### src/rtl/dm_port_arbiter_pkg.sv
// Shared types and constants for the data-memory port arbiter.
package dm_port_arbiter_pkg;

    typedef enum logic {
        S_CPU = 1'b0,
        S_DMA = 1'b1
    } arb_state_e;

    localparam logic [31:0] DMA_PC_TAG = 32'h0;

endpackage

### src/rtl/dm_port_arbiter.sv
// Arbitrates the single data-memory port between the M stage and a DMA/debug
// requester; CPU wins by default, starvation forces a bounded DMA window.
module dm_port_arbiter
    import dm_port_arbiter_pkg::*;
#(
    parameter int unsigned STARVE_LIMIT = 4,
    parameter int unsigned MAX_BURST    = 8
) (
    input  logic        clk,
    input  logic        reset,
    input  logic        cpu_mem_read,
    input  logic        cpu_mem_write,
    input  logic [31:0] cpu_addr,
    input  logic [31:0] cpu_wdata,
    input  logic [31:0] cpu_pc,
    output logic [31:0] cpu_rdata,
    output logic        cpu_stall,
    input  logic        dma_req,
    input  logic        dma_we,
    input  logic [31:0] dma_addr,
    input  logic [31:0] dma_wdata,
    input  logic        dma_last,
    output logic        dma_ack,
    output logic [31:0] dma_rdata,
    output logic        dma_rvalid,
    output logic        dm_read,
    output logic        dm_write,
    output logic [31:0] dm_addr,
    output logic [31:0] dm_wdata,
    output logic [31:0] dm_pc,
    input  logic [31:0] dm_rdata
);

    localparam int unsigned WAIT_W  = $clog2(STARVE_LIMIT + 1);
    localparam int unsigned BURST_W = (MAX_BURST > 1) ? $clog2(MAX_BURST) : 1;

    arb_state_e         state_q, state_d;
    logic [WAIT_W-1:0]  wait_q, wait_d;
    logic [BURST_W-1:0] burst_q, burst_d;
    logic               cpu_acc;
    logic               cpu_grant;
    logic               dma_grant;

    assign cpu_acc = cpu_mem_read | cpu_mem_write;

    // State and counter registers plus the registered DMA read return.
    always_ff @(posedge clk) begin
        if (reset) begin
            state_q    <= S_CPU;
            wait_q     <= '0;
            burst_q    <= '0;
            dma_rvalid <= 1'b0;
            dma_rdata  <= '0;
        end else begin
            state_q    <= state_d;
            wait_q     <= wait_d;
            burst_q    <= burst_d;
            dma_rvalid <= dma_grant & ~dma_we;
            if (dma_grant && !dma_we) begin
                dma_rdata <= dm_rdata;
            end
        end
    end

    // Grant decision, starvation tracking and window exit.
    always_comb begin
        state_d   = state_q;
        wait_d    = wait_q;
        burst_d   = burst_q;
        cpu_grant = 1'b0;
        dma_grant = 1'b0;
        cpu_stall = 1'b0;
        if (!reset) begin
            if (state_q == S_CPU) begin
                if (cpu_acc) begin
                    cpu_grant = 1'b1;
                    if (dma_req) begin
                        wait_d = wait_q + WAIT_W'(1);
                        if ((32'(wait_q) + 32'd1) == STARVE_LIMIT) begin
                            state_d = S_DMA;
                        end
                    end else begin
                        wait_d = '0;
                    end
                end else begin
                    dma_grant = dma_req;
                    wait_d    = '0;
                end
            end else begin
                cpu_stall = cpu_acc;
                dma_grant = dma_req;
                if (dma_req) begin
                    burst_d = burst_q + BURST_W'(1);
                end
                // A dropped request ends the window just like dma_last does.
                if (!dma_req || dma_last || (32'(burst_q) == (MAX_BURST - 1))) begin
                    state_d = S_CPU;
                    burst_d = '0;
                    wait_d  = '0;
                end
            end
        end
    end

    // Memory port mux driven by whichever side holds the grant.
    always_comb begin
        dm_read   = 1'b0;
        dm_write  = 1'b0;
        dm_addr   = '0;
        dm_wdata  = '0;
        dm_pc     = '0;
        cpu_rdata = '0;
        dma_ack   = dma_grant;
        if (cpu_grant) begin
            dm_write  = cpu_mem_write;
            dm_read   = cpu_mem_read & ~cpu_mem_write;
            dm_addr   = cpu_addr;
            dm_wdata  = cpu_wdata;
            dm_pc     = cpu_pc;
            cpu_rdata = dm_rdata;
        end else if (dma_grant) begin
            dm_write = dma_we;
            dm_read  = ~dma_we;
            dm_addr  = dma_addr;
            dm_wdata = dma_wdata;
            dm_pc    = DMA_PC_TAG;
        end
    end

endmodule

### config.mk
export PLATFORM = sky130hd
export DESIGN_NAME = dm_port_arbiter
export DESIGN_NICKNAME = d
export VERILOG_FILES = /design/src/rtl/dm_port_arbiter_pkg.sv /design/src/rtl/dm_port_arbiter.sv
export SDC_FILE = /design/constraint.sdc
export NUM_CORES = 1
export LEC_CHECK = 0
export CORE_AREA = 2 2 142 144
export CTS_BUF_LIST = sky130_fd_sc_hd__clkbuf_8
export CTS_CLUSTER_DIAMETER = 40
export CTS_CLUSTER_SIZE = 25
export DETAILED_ROUTE_END_ITERATION = 12
export DIE_AREA = 0 0 144 146
export PLACE_DENSITY = 0.54
export SYNTH_ARGS = -nofsm -noshare
export SYNTH_HDL_FRONTEND = slang
export SYNTH_SLANG_ARGS = --single-unit
### constraint.sdc
create_clock -name clk -period 2.1 [get_ports clk]
set_input_delay 0.42 -clock clk [delete_from_list [all_inputs] [get_ports clk]]
set_output_delay 0.42 -clock clk [all_outputs]
set_load 0.01 [all_outputs]
Yosys cells after proc, flatten, opt, wreduce, memory -nomap -nowiden

Cells that the tools add are included.

$add $sub $neg: 3
Multiply operators: 0
Divide/modulo/power cells: 0
Order comparisons: 0
Eq/ne operators: 3
Shift operators: 0
Mux-type cells: 29
Bitwise operators: 5
Reductions and logical operators: 7

Operators with widths:

| cell                                                            | number |
|---|---|
| 32-bit two-way mux                                              | 6 |
| 3-bit two-way mux                                               | 6 |
| 1-bit two-way mux                                               | 17 |
| 3-bit by 1-bit adder with 3-bit output, second input constant   | 2 |
| 3-bit by 1-bit adder with 4-bit output, second input constant   | 1 |
| 4-bit by 3-bit == test with 1-bit output, second input constant | 1 |
| 3-bit == test, second input constant                            | 1 |
| 1-bit bitwise AND                                               | 2 |
| 1-bit logical NOT                                               | 2 |
| 1-bit logical OR                                                | 2 |
| 2-bit by 1-bit != test with 1-bit output, second input constant | 1 |
| 1-bit inverter                                                  | 2 |
| 2-bit AND reduction                                             | 1 |
| 2-bit nonzero test                                              | 1 |
| 1-bit logical AND                                               | 1 |
| 1-bit bitwise OR                                                | 1 |

Flip-flop bits (word level): 40
Bits in latches: 0
Memory bits (writable): 0
Bits in read-only memories: 0
Input bits: 199
Output and inout port bits: 165
Word-level logic and storage cells: 52
Memories: 0

Longest topological paths before layout

Word-level depth: 6
Depth in mapped cells: 6
Depth with buffers taken out: 5

Worst setup path after synthesis

No wires, ideal clock.

Path type: input to output
Start: input cpu_mem_read
End: output dm_addr[22]
Arrival time: 1.428 ns
Required time: 1.680 ns
Path slack: 0.252 ns
Stages on the path: 6
Path buffers: 3
Path through: or2_4 and2_1 buf_2 buf_6 buf_6 a22o_1

Word-level cells in the longest chain between the ends: 6
Elaborated cells between the ends (all ways): 9
Classes of those cells: mux (8); bitwise (1)

RTL lines:

| what                 | line                   | RTL |
|---|---|---|
| from (decl)          | dm_port_arbiter.sv:11  | `input logic cpu_mem_read,` |
| 1-bit bitwise OR *   | dm_port_arbiter.sv:44  | `assign cpu_acc = cpu_mem_read \| cpu_mem_write;` |
| 1-bit two-way mux    | dm_port_arbiter.sv:75  | `if (cpu_acc) begin` |
| 1-bit two-way mux    | dm_port_arbiter.sv:74  | `if (state_q == S_CPU) begin` |
| 1-bit two-way mux    | dm_port_arbiter.sv:73  | `if (!reset) begin` |
| 32-bit two-way mux   | dm_port_arbiter.sv:121 | `end else if (dma_grant) begin` |
| 32-bit two-way mux * | dm_port_arbiter.sv:114 | `if (cpu_grant) begin` |
| to (decl)            | dm_port_arbiter.sv:28  | `output logic [31:0] dm_addr,` |

Mark *: on every way between the ends. The rest lies on a longest branch, timed or not.

Worst setup path after layout

Start: register state_q
End: output dm_addr[0]

Word-level cells in the longest chain between the ends: 4
Elaborated cells between the ends (all ways): 6
Classes of those cells: mux (6)

RTL lines:

| what                   | line                   | RTL |
|---|---|---|
| from (decl)            | dm_port_arbiter.sv:37  | `arb_state_e state_q, state_d;` |
| from (signal assigned) | dm_port_arbiter.sv:55  | `state_q <= state_d;` |
| 1-bit two-way mux      | dm_port_arbiter.sv:74  |  |
| 1-bit two-way mux      | dm_port_arbiter.sv:73  |  |
| 32-bit two-way mux     | dm_port_arbiter.sv:121 |  |
| 32-bit two-way mux *   | dm_port_arbiter.sv:114 |  |

Marked as above.

==> metrics.md <==
| Metric | Value |
|---|---|
| Status | `finished, violations left` |
| Failing checks | `setup timing` |
| Core area | `19,300 sq um` |
| Area Growth Syn to Fin | `161%` |
| Worst vdd ir | `223 uV` |
| Switching fraction of total power | `28.8%` |
| Via count of the routed design | `4,125` |
| CTS tree | `built` |
| DRC Markers | `0` |
| # setup viols final | `28` |
| H-tree Lvls | `2` |
| PwrDens | `351 nW/um^2` |
| Vias in the first global route | `4,091` |
| Max layer used | `met4` |
| Worst-Margin Slew | `461 ps` |
| Setup Skew | `8.10 ps` |
| Syn_nets | `541` |
| Combinational Power Share | `45.6%` |
| Pleak | `3.15 nW` |
| Vias per cell | `4.20` |
| R2r worst-path depth | `7` |
| Post-synth top area cell | `dfxtp_1` |
| Cell-internal power | `1.74 mW` |
| Minimum clock period | `2160 ps` |
| Cell Area, Synth | `2660 sq um` |
| Most frequent cell on the critical path | `buf_6` |
| Clock Tree Buf Depth | `2` |
| P_sw | `0.703 mW` |
| Final hold vios | `0` |
| Met3 wire len | `1440 um` |
| Setup TNS | `-644 ps` |
| FF+latch count, synth | `40` |
| WHS Path Cells | `2` |
| Worst slew margin | `69.2%` |
| Clk_lat worst skew | `300 ps` |
| Hold EP | `dma_rdata[9]` |
| Clock Power Share | `22.3%` |
| Final setup margin | `-60.5 ps` |
| Top-area cell type share of the netlist area | `30.1%` |
| Wirelength, routed | `18,600 um` |
| CP max stage delay | `340 ps` |
| Root Driver | `clkbuf_8` |
| Post-route clock period utilization | `103%` |
| Fin nets | `918` |
| Critical Path RT | `1680 ps` |
| Worst-path fanout max | `7` |
| Final HPWL DP | `13,900 um` |
| Crit-path cells | `buf_6, o21bai_4, and2_4, buf_12, buf_16, a22o_4, buf_6` |
| FF-to-FF Start | `state_q` |
| Core Util, Final | `35.9%` |
| Congestion Overflow GR | `0` |
| Iteration-0 DRC Markers | `166` |
| Part of the power in registers | `32.0%` |
| Routed wire per std cell | `18.9 um` |
| Number of clock sinks | `40` |
| R2R Path End | `dma_rdata[5]` |
| RSZ-0062 raised after global routing | `yes` |
| Setup crit start kind | `register` |
| Number of fillers in the final layout | `2,056` |
| Synth cell types | `27` |
| Fmax | `0.463 GHz` |
| Die H | `146 um` |
| Fraction of layout cells with a size suffix above 1 | `19.2%` |
| Critical path class | `reg2out` |
| Crit end category | `output port` |
| Worst Hold Class | `reg2reg` |
| DR pass1 iterations | `4` |
| Top-Level Pins | `364` |
| PortBufs | `363` |
| Final Instance Area | `6940 sq um` |
| Routed wl met2 | `9590 um` |
| HP Start | `dma_rdata[9]` |
| CTS Buf Count | `5` |
| Clk slew on worst S/H paths | `70 ps` |
| Top cell family by delay on the critical path | `buffers and inverters` |
| Synthesis Warnings | `0` |
| Met1 WL | `7240 um` |
| R2R Setup Slk | `460 ps` |
| Largest net degree at the start of global routing | `34` |
| Gr usage total | `16.4%` |
| Slew Limit Fails | `0` |
| Die Wd | `144 um` |
| Placement Cell Area | `6730 sq um` |
| Stages on worst setup path | `7` |
| Syn Inst Count | `339` |
| Initial antenna violation count | `1` |
| Top cells by area, synth | `dfxtp_1 (30%), a22o_1 (22%), and3_1 (15%)` |
| First-pass GRT wire length | `26,300 um` |
| Crit path DAT | `1740 ps` |
| CP max-delay cell | `dfxtp_2` |
| Max Cap Viol | `0` |
| ANT nets after route | `0` |
| Syn Area/Cell | `7.84 sq um` |
| Num rows | `51` |
| Initial core utilization | `13.8%` |
| DIE AREA | `21,000 sq um` |
| Worst path bufs/invs | `4` |
| Gpl congestion | `0.826` |
| Sequential area share after synthesis | `30.1%` |
sequential cells by signal, summed over array words and instances, names as in the netlist:
name        flops
wait_q          3
burst_q         3
dma_rdata      32
state_q         1
dma_rvalid      1
cell usage after synthesis:
master / number
a21oi_1: 1
a22o_1: 67
a31o_1: 1
a32o_1: 1
and2_1: 4
and3_1: 65
buf_2: 8
buf_4: 5
buf_6: 4
clkbuf_1: 25
dfxtp_1: 40
ha_1: 3
inv_1: 3
nand2_1: 32
nand2b_1: 2
nand3_1: 35
nand3b_1: 1
nand4_1: 1
nor2_2: 1
nor2b_1: 2
nor3b_1: 1
nor3b_2: 1
o21ai_0: 4
o21ai_1: 29
o21bai_1: 1
o311ai_1: 1
or2_4: 1
worst register-to-register path, cell delays in order (launching register included):
cell,delay [ps]
dfxtp_2,350
buf_6,100
o21bai_4,100
buf_4,130
buf_12,180
and2_4,180
buf_4,340
o21ai_0,160
cell families (layout without fill, tap and decap cells):
| family | count (synthesis) | in the layout | synth area share (%) |
|---|---|---|---|
| DFF | 40 | 40 | 30.1 |
| and+or+nand+nor | 146 | 146 | 30.1 |
| AOI/OAI and AO/OA | 105 | 105 | 29.8 |
| adders and majority gates | 3 | 3 | 1.41 |
| other | 0 | 1 | 0 |
| buffers and inverters | 45 | 423 | 8.56 |
stage by stage:
stage               setup slack [ps]  hold WS, ps  total power, mW  std cells
finish                         -60.5          446             2.44        983
global route                    -109          467             2.57        983
CTS                             -105          452             2.48        983
detailed placement              -662          440             1.92        954
global placement                -669          435             1.92        954
floorplan                        252          446             1.13        339
placed cells by master (no fill, tap or decap), drive strengths merged, types with 3 or more instances in the layout:
cell and n:
clkdlybuf4s50 228, buf 115, a22o 67, and3 65
dfxtp 40, dlygate4sd2 37, nand3 35, o21ai 33
nand2 32, clkdlybuf4s15 28, clkbuf 8, inv 4
and2 4, ha 3
power groups by stage:
stage	clock network, mW	logic [mW]	registers, mW
2_1_floorplan	0	0.320	0.805
3_3_place_gp	0	1.12	0.798
3_5_place_dp	0	1.12	0.799
4_1_cts	0.581	1.12	0.781
5_1_grt	0.602	1.19	0.783
6_report	0.545	1.11	0.781
area by class of cell:
cell class / instances / area [sq um] / area share [%]
diodes: 1 / 2.50 / 0.0360
clock buffers: 6 / 82.6 / 1.19
inverters: 3 / 11.3 / 0.162
well taps: 265 / 332 / 4.78
multi-input cells: 254 / 1690 / 24.3
flip-flops and latches: 40 / 802 / 11.6
clock inverters: 2 / 11.3 / 0.162
repair buffers: 412 / 4020 / 57.8
what timing repair did:
| item | 4_1_cts | 5_1_grt |
|---|---|---|
| hold buffers | 0 | 0 |
| pin swaps | 5 | 28 |
| gates cloned | 11 | 0 |
| endpoints found under the setup margin | 132 | 79 |
| buffers inserted | 10 | 6 |
| gates resized for setup | 369 | 50 |
routing by layer:
layer | vias up | track usage (%)
met4 | 0 | 4.17
met5 | - | 0
li1 | 2029 | -
met3 | 11 | 3.49
met1 | 1890 | 18.9
met2 | 195 | 30.5
worst max-delay path by stage:
stage	from	end	slack (ps)
after global routing	state_q	dm_addr[0]	-110
after detailed placement	cpu_mem_read	dm_addr[3]	-660
after CTS	state_q	dm_wdata[30]	-100
after floorplan	cpu_mem_read	dm_addr[22]	250
final	state_q	dm_addr[0]	-60
after global placement	reset	dm_addr[3]	-670
Note: power is estimated with default switching activity, not from simulation.
